**src/rtl/ccff_loader_pkg.sv**
```systemverilog
// Shared types and constants for the configuration-chain loader.
// States, CRC-16-CCITT constants and a word-count helper.
package ccff_loader_pkg;

  typedef enum logic [2:0] {
    ST_IDLE     = 3'd0,
    ST_LOAD     = 3'd1,
    ST_SHIFT    = 3'd2,
    ST_CRC_WAIT = 3'd3,
    ST_DONE     = 3'd4
  } ccff_state_e;

  localparam logic [15:0] CRC16_POLY = 16'h1021;
  localparam logic [15:0] CRC16_INIT = 16'hFFFF;

  function automatic int words_per_load(
    input int chain_len,
    input int word_w
  );
    return (chain_len + word_w - 1) / word_w;
  endfunction

endpackage

```
**src/rtl/ccff_crc16_serial.sv**
```systemverilog
// Bit-serial CRC-16-CCITT, MSB feedback, one bit per enabled cycle.
// Used by the loader only when CCFF_LOADER_CRC_EN is defined.
module ccff_crc16_serial
  import ccff_loader_pkg::*;
(
  input  logic        clk,
  input  logic        rst,
  input  logic        clr,
  input  logic        en,
  input  logic        din,
  output logic [15:0] crc
);

  logic fb;

  assign fb = crc[15] ^ din;

  always_ff @(posedge clk) begin
    if (rst || clr) begin
      crc <= CRC16_INIT;
    end else if (en) begin
      crc <= {crc[14:0], 1'b0} ^ (fb ? CRC16_POLY : 16'h0000);
    end
  end

endmodule

```
**src/rtl/ccff_bitstream_loader.sv**
```systemverilog
// Serialises bitstream words onto the config chain head, LSB first.
// Optional trailing CRC check: define CCFF_LOADER_CRC_EN.
module ccff_bitstream_loader
  import ccff_loader_pkg::*;
#(
  parameter int CHAIN_LEN = 64,
  parameter int WORD_W    = 8,
  parameter int CNT_W     = $clog2(CHAIN_LEN + 1)
) (
  input  logic              prog_clk,
  input  logic              prog_reset,
  input  logic              start,
  input  logic              bs_valid,
  input  logic [WORD_W-1:0] bs_data,
  output logic              bs_ready,
  output logic              ccff_head,
  output logic              ccff_shift_en,
  output logic              busy,
  output logic              done,
  output logic [CNT_W-1:0]  bit_count
`ifdef CCFF_LOADER_CRC_EN
  ,
  output logic              crc_err
`endif
);

  localparam int WB_W = $clog2(WORD_W + 1);

`ifdef CCFF_LOADER_CRC_EN
  localparam ccff_state_e END_ST = ST_CRC_WAIT;
`else
  localparam ccff_state_e END_ST = ST_DONE;
`endif

  ccff_state_e       state;
  ccff_state_e       state_nxt;
  logic [WORD_W-1:0] shreg;
  logic [WB_W-1:0]   word_bits;
  logic [WB_W-1:0]   wb_load;
  logic [31:0]       remaining;
  logic              last_bit;
  logic              chain_full;
  logic              crc_go;

  // Final word may be partial: only the bits the chain still needs.
  assign remaining  = 32'(CHAIN_LEN) - 32'(bit_count);
  assign wb_load    = (remaining < 32'(WORD_W)) ?
                      remaining[WB_W-1:0] : WB_W'(WORD_W);
  assign last_bit   = (word_bits == WB_W'(1));
  assign chain_full = (32'(bit_count) + 32'd1) == 32'(CHAIN_LEN);

  always_ff @(posedge prog_clk) begin
    if (prog_reset) begin
      state <= ST_IDLE;
    end else begin
      state <= state_nxt;
    end
  end

  always_comb begin
    state_nxt = state;
    unique case (state)
      ST_IDLE, ST_DONE: begin
        if (start) state_nxt = ST_LOAD;
      end
      ST_LOAD: begin
        if (bs_valid) state_nxt = ST_SHIFT;
      end
      ST_SHIFT: begin
        if (last_bit) begin
          state_nxt = chain_full ? END_ST : ST_LOAD;
        end
      end
      ST_CRC_WAIT: begin
        if (crc_go) state_nxt = ST_DONE;
      end
      default: state_nxt = ST_IDLE;
    endcase
  end

  always_comb begin
    bs_ready      = 1'b0;
    ccff_shift_en = 1'b0;
    busy          = 1'b0;
    done          = 1'b0;
    unique case (state)
      ST_LOAD: begin
        bs_ready = 1'b1;
        busy     = 1'b1;
      end
      ST_SHIFT: begin
        ccff_shift_en = 1'b1;
        busy          = 1'b1;
      end
      ST_CRC_WAIT: begin
        bs_ready = 1'b1;
        busy     = 1'b1;
      end
      ST_DONE: done = 1'b1;
      default: ;
    endcase
  end

  assign ccff_head = ccff_shift_en & shreg[0];

  always_ff @(posedge prog_clk) begin
    if (prog_reset) begin
      shreg     <= '0;
      word_bits <= '0;
      bit_count <= '0;
    end else begin
      unique case (state)
        ST_IDLE, ST_DONE: begin
          if (start) bit_count <= '0;
        end
        ST_LOAD: begin
          if (bs_valid) begin
            shreg     <= bs_data;
            word_bits <= wb_load;
          end
        end
        ST_SHIFT: begin
          shreg     <= shreg >> 1;
          bit_count <= bit_count + CNT_W'(1);
          word_bits <= word_bits - WB_W'(1);
        end
        default: ;
      endcase
    end
  end

`ifdef CCFF_LOADER_CRC_EN
  localparam int CRC_WORDS = words_per_load(16, WORD_W);
  localparam int RX_W      = CRC_WORDS * WORD_W;

  logic [15:0]             crc_val;
  logic [RX_W-1:0]         crc_rx;
  logic [RX_W-1:0]         crc_rx_nxt;
  logic [RX_W+WORD_W-1:0]  rx_cat;
  logic [4:0]              crc_word;
  logic                    crc_clr;

  assign crc_clr = start && (state == ST_IDLE || state == ST_DONE);

  // Narrow words arrive low half first, so new words enter at the top.
  assign rx_cat     = {bs_data, crc_rx};
  assign crc_rx_nxt = rx_cat[RX_W+WORD_W-1:WORD_W];
  assign crc_go     = bs_valid && (crc_word == 5'(CRC_WORDS - 1));

  ccff_crc16_serial u_crc (
    .clk (prog_clk),
    .rst (prog_reset),
    .clr (crc_clr),
    .en  (ccff_shift_en),
    .din (ccff_head),
    .crc (crc_val)
  );

  always_ff @(posedge prog_clk) begin
    if (prog_reset || crc_clr) begin
      crc_rx   <= '0;
      crc_word <= '0;
      crc_err  <= 1'b0;
    end else if (state == ST_CRC_WAIT && bs_valid) begin
      crc_rx   <= crc_rx_nxt;
      crc_word <= crc_word + 5'd1;
      if (crc_go) crc_err <= (crc_rx_nxt[15:0] != crc_val);
    end
  end
`else
  assign crc_go = 1'b0;
`endif

endmodule

```
**config.mk**
```make
export PLATFORM = sky130hd
export DESIGN_NAME = ccff_bitstream_loader
export DESIGN_NICKNAME = d
export VERILOG_FILES = /design/src/rtl/ccff_loader_pkg.sv /design/src/rtl/ccff_crc16_serial.sv /design/src/rtl/ccff_bitstream_loader.sv
export SDC_FILE = /design/constraint.sdc
export NUM_CORES = 1
export LEC_CHECK = 0
export ABC_CLOCK_PERIOD_IN_PS = 5300
export CAP_MARGIN = 40
export CORE_MARGIN = 2
export CORE_UTILIZATION = 30
export DETAILED_ROUTE_END_ITERATION = 8
export PLACE_DENSITY_LB_ADDON = 0.12
export SYNTH_ARGS = -nofsm -noshare
export SYNTH_HDL_FRONTEND = slang
export SYNTH_SLANG_ARGS = --single-unit
```
**constraint.sdc**
```tcl
create_clock -name prog_clk -period 5.3 [get_ports prog_clk]
set_input_delay 0.795 -clock prog_clk [delete_from_list [all_inputs] [get_ports prog_clk]]
set_output_delay 0.795 -clock prog_clk [all_outputs]
set_load 0.01 [all_outputs]
```
# Yosys cells after proc, flatten, opt, wreduce, memory -nomap -nowiden
# Index checks and enable logic that the tools add are counted.
[word_totals]
in_bits = 12
romBits = 0
regBits = 22
elab_cells = 45
mem_count = 0
latchBits = 0
ram_bits = 0
[op_classes]
magnitude_cmp = 1
eq_ne = 9
n_bitwise = 2
multipliers = 0
div = 0
add_sub_neg = 4
mux = 16
n_shift = 0
n_reduce_logical = 9
[op_table]
columns = ["op", "n"]
rows = [
  ["32-bit by 4-bit < comparator with 1-bit output (second input constant)", 1],
  ["8-bit case mux with 2 select lines", 1],
  ["7-bit case mux with 2 select lines", 1],
  ["3-bit two-way mux", 4],
  ["3-bit case mux with 4 select lines", 1],
  ["7-bit by 1-bit adder with 8-bit output (second input constant)", 1],
  ["8-bit by 7-bit equality test with 1-bit output (second input constant)", 1],
  ["4-bit two-way mux", 2],
  ["8-bit two-way mux", 1],
  ["4-bit case mux with 2 select lines", 1],
  ["7-bit by 7-bit subtractor with 8-bit output (first input constant)", 1],
  ["7-bit by 1-bit adder with 7-bit output (second input constant)", 1],
  ["7-bit two-way mux", 1],
  ["3-bit by 2-bit equality test with 1-bit output (second input constant)", 2],
  ["2-bit inequality test (second input constant)", 3],
  ["4-bit by 1-bit equality test with 1-bit output (second input constant)", 1],
  ["1-bit two-way mux", 4],
  ["2-bit AND reduction", 2],
  ["4-bit AND reduction", 1],
  ["2-bit nonzero test", 2],
  ["2-bit OR reduction", 2],
  ["4-bit by 1-bit subtractor with 4-bit output (second input constant)", 1],
  ["3-bit by 1-bit equality test with 1-bit output (second input constant)", 1],
  ["3-bit equality test (second input constant)", 1],
  ["other kinds (4)", 4],
]

# Depth between registers and ports, before layout
[depth]
depth_word = 5
depth_mapped = 8
ltp_nobuf = 6

# Least setup slack after synthesis
# No wires, ideal clock.
[synth_timing]
path_type = "reg-to-output"
startpoint = "reg state[0]"
endpoint = "out ccff_head"
n_path_buf = 3
t_arrival_ns = 1.379
setup_slack_ns = 3.126
stages_incl_launch_ff = 7
path_cell_list = "dfxtp_1 > buf_2 > or3b_1 > buf_2 > inv_1 > buf_2 > and2_1"
[synth_via]
elab_chain_cells = 3
[synth_rtl]
columns = ["element", "line", "source"]
rows = [
  ["start: declaration", "ccff_bitstream_loader.sv:35", "ccff_state_e state;"],
  ["start signal: assignment", "ccff_bitstream_loader.sv:56", "state <= state_nxt;"],
  ["3-bit by 2-bit equality test with 1-bit output", "ccff_bitstream_loader.sv:86", "unique case (state)"],
  ["1-bit two-way mux", "ccff_bitstream_loader.sv:86", ""],
  ["net ccff_shift_en", "ccff_bitstream_loader.sv:17", "output logic ccff_shift_en,"],
  ["1-bit bitwise AND", "ccff_bitstream_loader.sv:104", "assign ccff_head = ccff_shift_en & shreg[0];"],
  ["end: declaration", "ccff_bitstream_loader.sv:16", "output logic ccff_head,"],
]
# The timed path passes the listed nets, and every way through them passes these cells.

# Worst setup path in the final report
[layout_timing]
startpoint = "reg state[1]"
endpoint = "out ccff_head"
[layout_via]
elab_chain_cells = 3
[layout_rtl]
columns = ["element", "line"]
rows = [
  ["3-bit by 2-bit equality test with 1-bit output", "ccff_bitstream_loader.sv:86"],
  ["1-bit two-way mux", "ccff_bitstream_loader.sv:86"],
  ["1-bit bitwise AND", "ccff_bitstream_loader.sv:104"],
]
# No other way between the ends.

==> impl_metrics.csv <==
group,metric,value,unit
outcome,status,"finished, final reports clean",
cells_and_area,antenna_cells,0,
global_routing,met3_usage,0.0321,
placed_design,numPortBuffers,23,
power_and_ir_drop,irDropWorstVdd,0.000176,V
sta,rsz0062_at_grt,"no",
route,drt-total-wl,2.92,mm
logic_synthesis,synth_top_area_cell,"dfxtp_1",
critical_path,required,4.51,ns
floorplan,coreArea,3740,um^2
global_routing,use_met2,0.234,
logic_synthesis,netlist_instances,150,
cells_and_area,fin_nets,188,
global_routing,grtUsageTotal,0.146,
job,maxCapViolCount,0,
sta,skew,0.00511,ns
min_path,holdPathEnd,"shreg[0]",
route,dr_total_vias,1158,
placed_design,pre_cts_ws,2.30,ns
critical_path,r2r_end,"word_bits[3]",
sta,fmax,0.305,GHz
route,vias_per_cell,5.29,
critical_path,arrival,2.49,ns
cts,cts_hold_buffers,0,
cts,clock_latency,0.26,ns
logic_synthesis,avgSynthCellArea,7.94,um^2
route,drc,0,
min_path,hold_depth,2,
cells_and_area,mostFrequentLayoutCell,"clkdlybuf4s50_1",
global_routing,grt_start_max_net_pins,22,
global_routing,grt_util_met1,0.187,
route,dr.pass1.iters,4,
critical_path,reg2reg_from,"state[1]",
sta,drv_slew,0,
placed_design,dpl.hpwl,2.11,mm
critical_path,path_class,"register to primary output",
critical_path,crit_path_start_kind,"register",
global_routing,grt_pass1_wl,4.99,mm
sta,holdWs,0.498,ns
sta,hold_viol_final,0,
global_routing,overflow,0,
cells_and_area,final_cells,219,
cells_and_area,area_growth,27.3,%
cts,cts_repair_resize_count,0,
logic_synthesis,synth-seq-cells,22,
logic_synthesis,synth_area_leaders,"dfxtp_1 (37%), nor2_1 (6.6%), a21oi_1 (5.5%), nor3_1 (5.0%), ha_1 (4.2%)",
min_path,hold_class,"register to register",
floorplan,initial_core_util,0.318,
sta,slew_headroom,0.476,
logic_synthesis,synth_fp_nets,166,
min_path,min-delay-start,"shreg[0]",
placed_design,gp_routability_congestion,0.814,
logic_synthesis,syn_area,1190,um^2
sta,setup_tns,0,ns
route,wl_per_cell,13.4,um
logic_synthesis,synth_warnings,0,
sta,fin_crit,3.28,ns
logic_synthesis,synth.distinct_cells,42,
cts,clockBufferDepth,2,
floorplan,fp.dieW,67.0,um
logic_synthesis,ys_seq_area_frac,0.370,
cts,cts_root_buf,"clkbuf_8",
placed_design,dp_cells,215,
critical_path,end_kind,"primary output",
cells_and_area,fin_area,1520,um^2
power_and_ir_drop,powerDensity,349,nW/um^2
sta,tightest_slew,0.784,ns
route,drtIter0Drc,142,
cells_and_area,final_cell_mix,"clkdlybuf4s50_1 (23), dfxtp_1 (22), nor2_1 (21), a21oi_1 (13), nor3_1 (12)",
cells_and_area,layout-drive-gt1-share,0.0351,
floorplan,die_area,4490,um^2
cts,numCtsBuffers,3,
cts,cts_tree,"done",
sta,setup_viol,0,
floorplan,die_y,67.0,um
critical_path,reg2regPathDepth,4,
sta,finalCritPeriodShare,0.619,
global_routing,grt.busiest_layer,"met2",
route,drtAntennaViolNets,0,
cts,htreeDepth,1,
critical_path,crit_fanout,17,
cts,clkTransAtPathRegs,0.08,ns
placed_design,dpl_cell_area,1460,um^2
power_and_ir_drop,p_leak,0.540,nW
floorplan,ios,24,
critical_path,r2r_slack,3.14,ns
sta,fin_ws,2.02,ns
global_routing,antenna_found_initial,0,
logic_synthesis,synth_top_area_share,0.370,
floorplan,rows,22,
cts,cts_setup_buffers,0,
cts,cts_sinks,22,
global_routing,grt_pass1_vias,1082,
## routing by layer
metal  up-vias  wire [um]
li1        591          -
met1       529       1330
met2        34       1390
met3         4        179
met4         0         31
met5         -          0
## final cells by class
type | instances | area, um^2
timing repair buffer | 24 | 240
multi-input combinational | 114 | 694
clock buffer | 4 | 55.1
inverter | 7 | 26.3
fill | 396 | 2230
tap | 48 | 60.1
sequential | 22 | 440
## worst max path at each step
stage,slack [ns],cells after the start,end,from
finish,2.02,4,ccff_head,state[1]
CTS,1.98,4,ccff_head,state[1]
detailed placement,2.30,4,ccff_head,state[1]
global route,1.86,4,ccff_head,state[1]
floorplan,3.13,6,ccff_head,state[0]
global placement,2.33,4,ccff_head,state[1]
## flip-flops by register name, indices dropped and copies added, names as in the netlist
register and cells:
bit_count 7, state 3, shreg 8, word_bits 4
## power breakdown
part | total, W | internal (W) | leakage, nW | switching [W]
Clock | 0.000121 | 0.0000663 | 0.0288 | 0.0000550
Sequential | 0.000222 | 0.000195 | 0.180 | 0.0000267
Combinational | 0.000186 | 0.0000861 | 0.332 | 0.0000997
## cell families (layout without fill, tap and decap cells)
logic type / after synthesis / in the layout / share of synthesized area
AOI/OAI and AO/OA: 40 / 40 / 0.216
xor gates and xnor gates: 2 / 2 / 0.0147
adders and majority gates: 4 / 4 / 0.0420
buffers and inverters: 14 / 35 / 0.0473
DFF: 22 / 22 / 0.370
and+or+nand+nor: 68 / 68 / 0.310
## cells in the mapped netlist, drive strengths merged
master   instances
a211oi           1
a21boi           1
a21o             1
a21oi           13
a22oi            3
a311oi           2
a32o             1
a41oi            1
and2             3
and3             2
and4             1
buf              4
clkbuf           3
dfxtp           22
ha               4
inv              7
nand2            6
nand2b           3
nand3            3
nand3b           2
nand4            1
nand4bb          1
nor2            21
nor2b            1
nor3            12
nor3b            1
nor4b            1
nor4bb           3
o211a            1
o211ai           1
o21ai            5
o22ai            7
o31a             1
o31ai            1
o32ai            1
or2              1
or2b             1
or3              3
or3b             1
or4              1
xnor2            2
## metrics by stage
step	util	total power (W)
floorplan	-	0.000351
global placement	0.388	0.000405
detailed placement	0.390	0.000412
CTS	0.405	0.000536
global route	0.405	0.000573
finish	0.405	0.000529
## worst max-delay path: stages, from the launching register on
cell	delay, ns
dfxtp_1	0.44
or3b_1	0.63
inv_1	0.42
and2_1	0.19
clkdlybuf4s50_1	0.53
No activity file was read; power rests on OpenSTA's default activity.
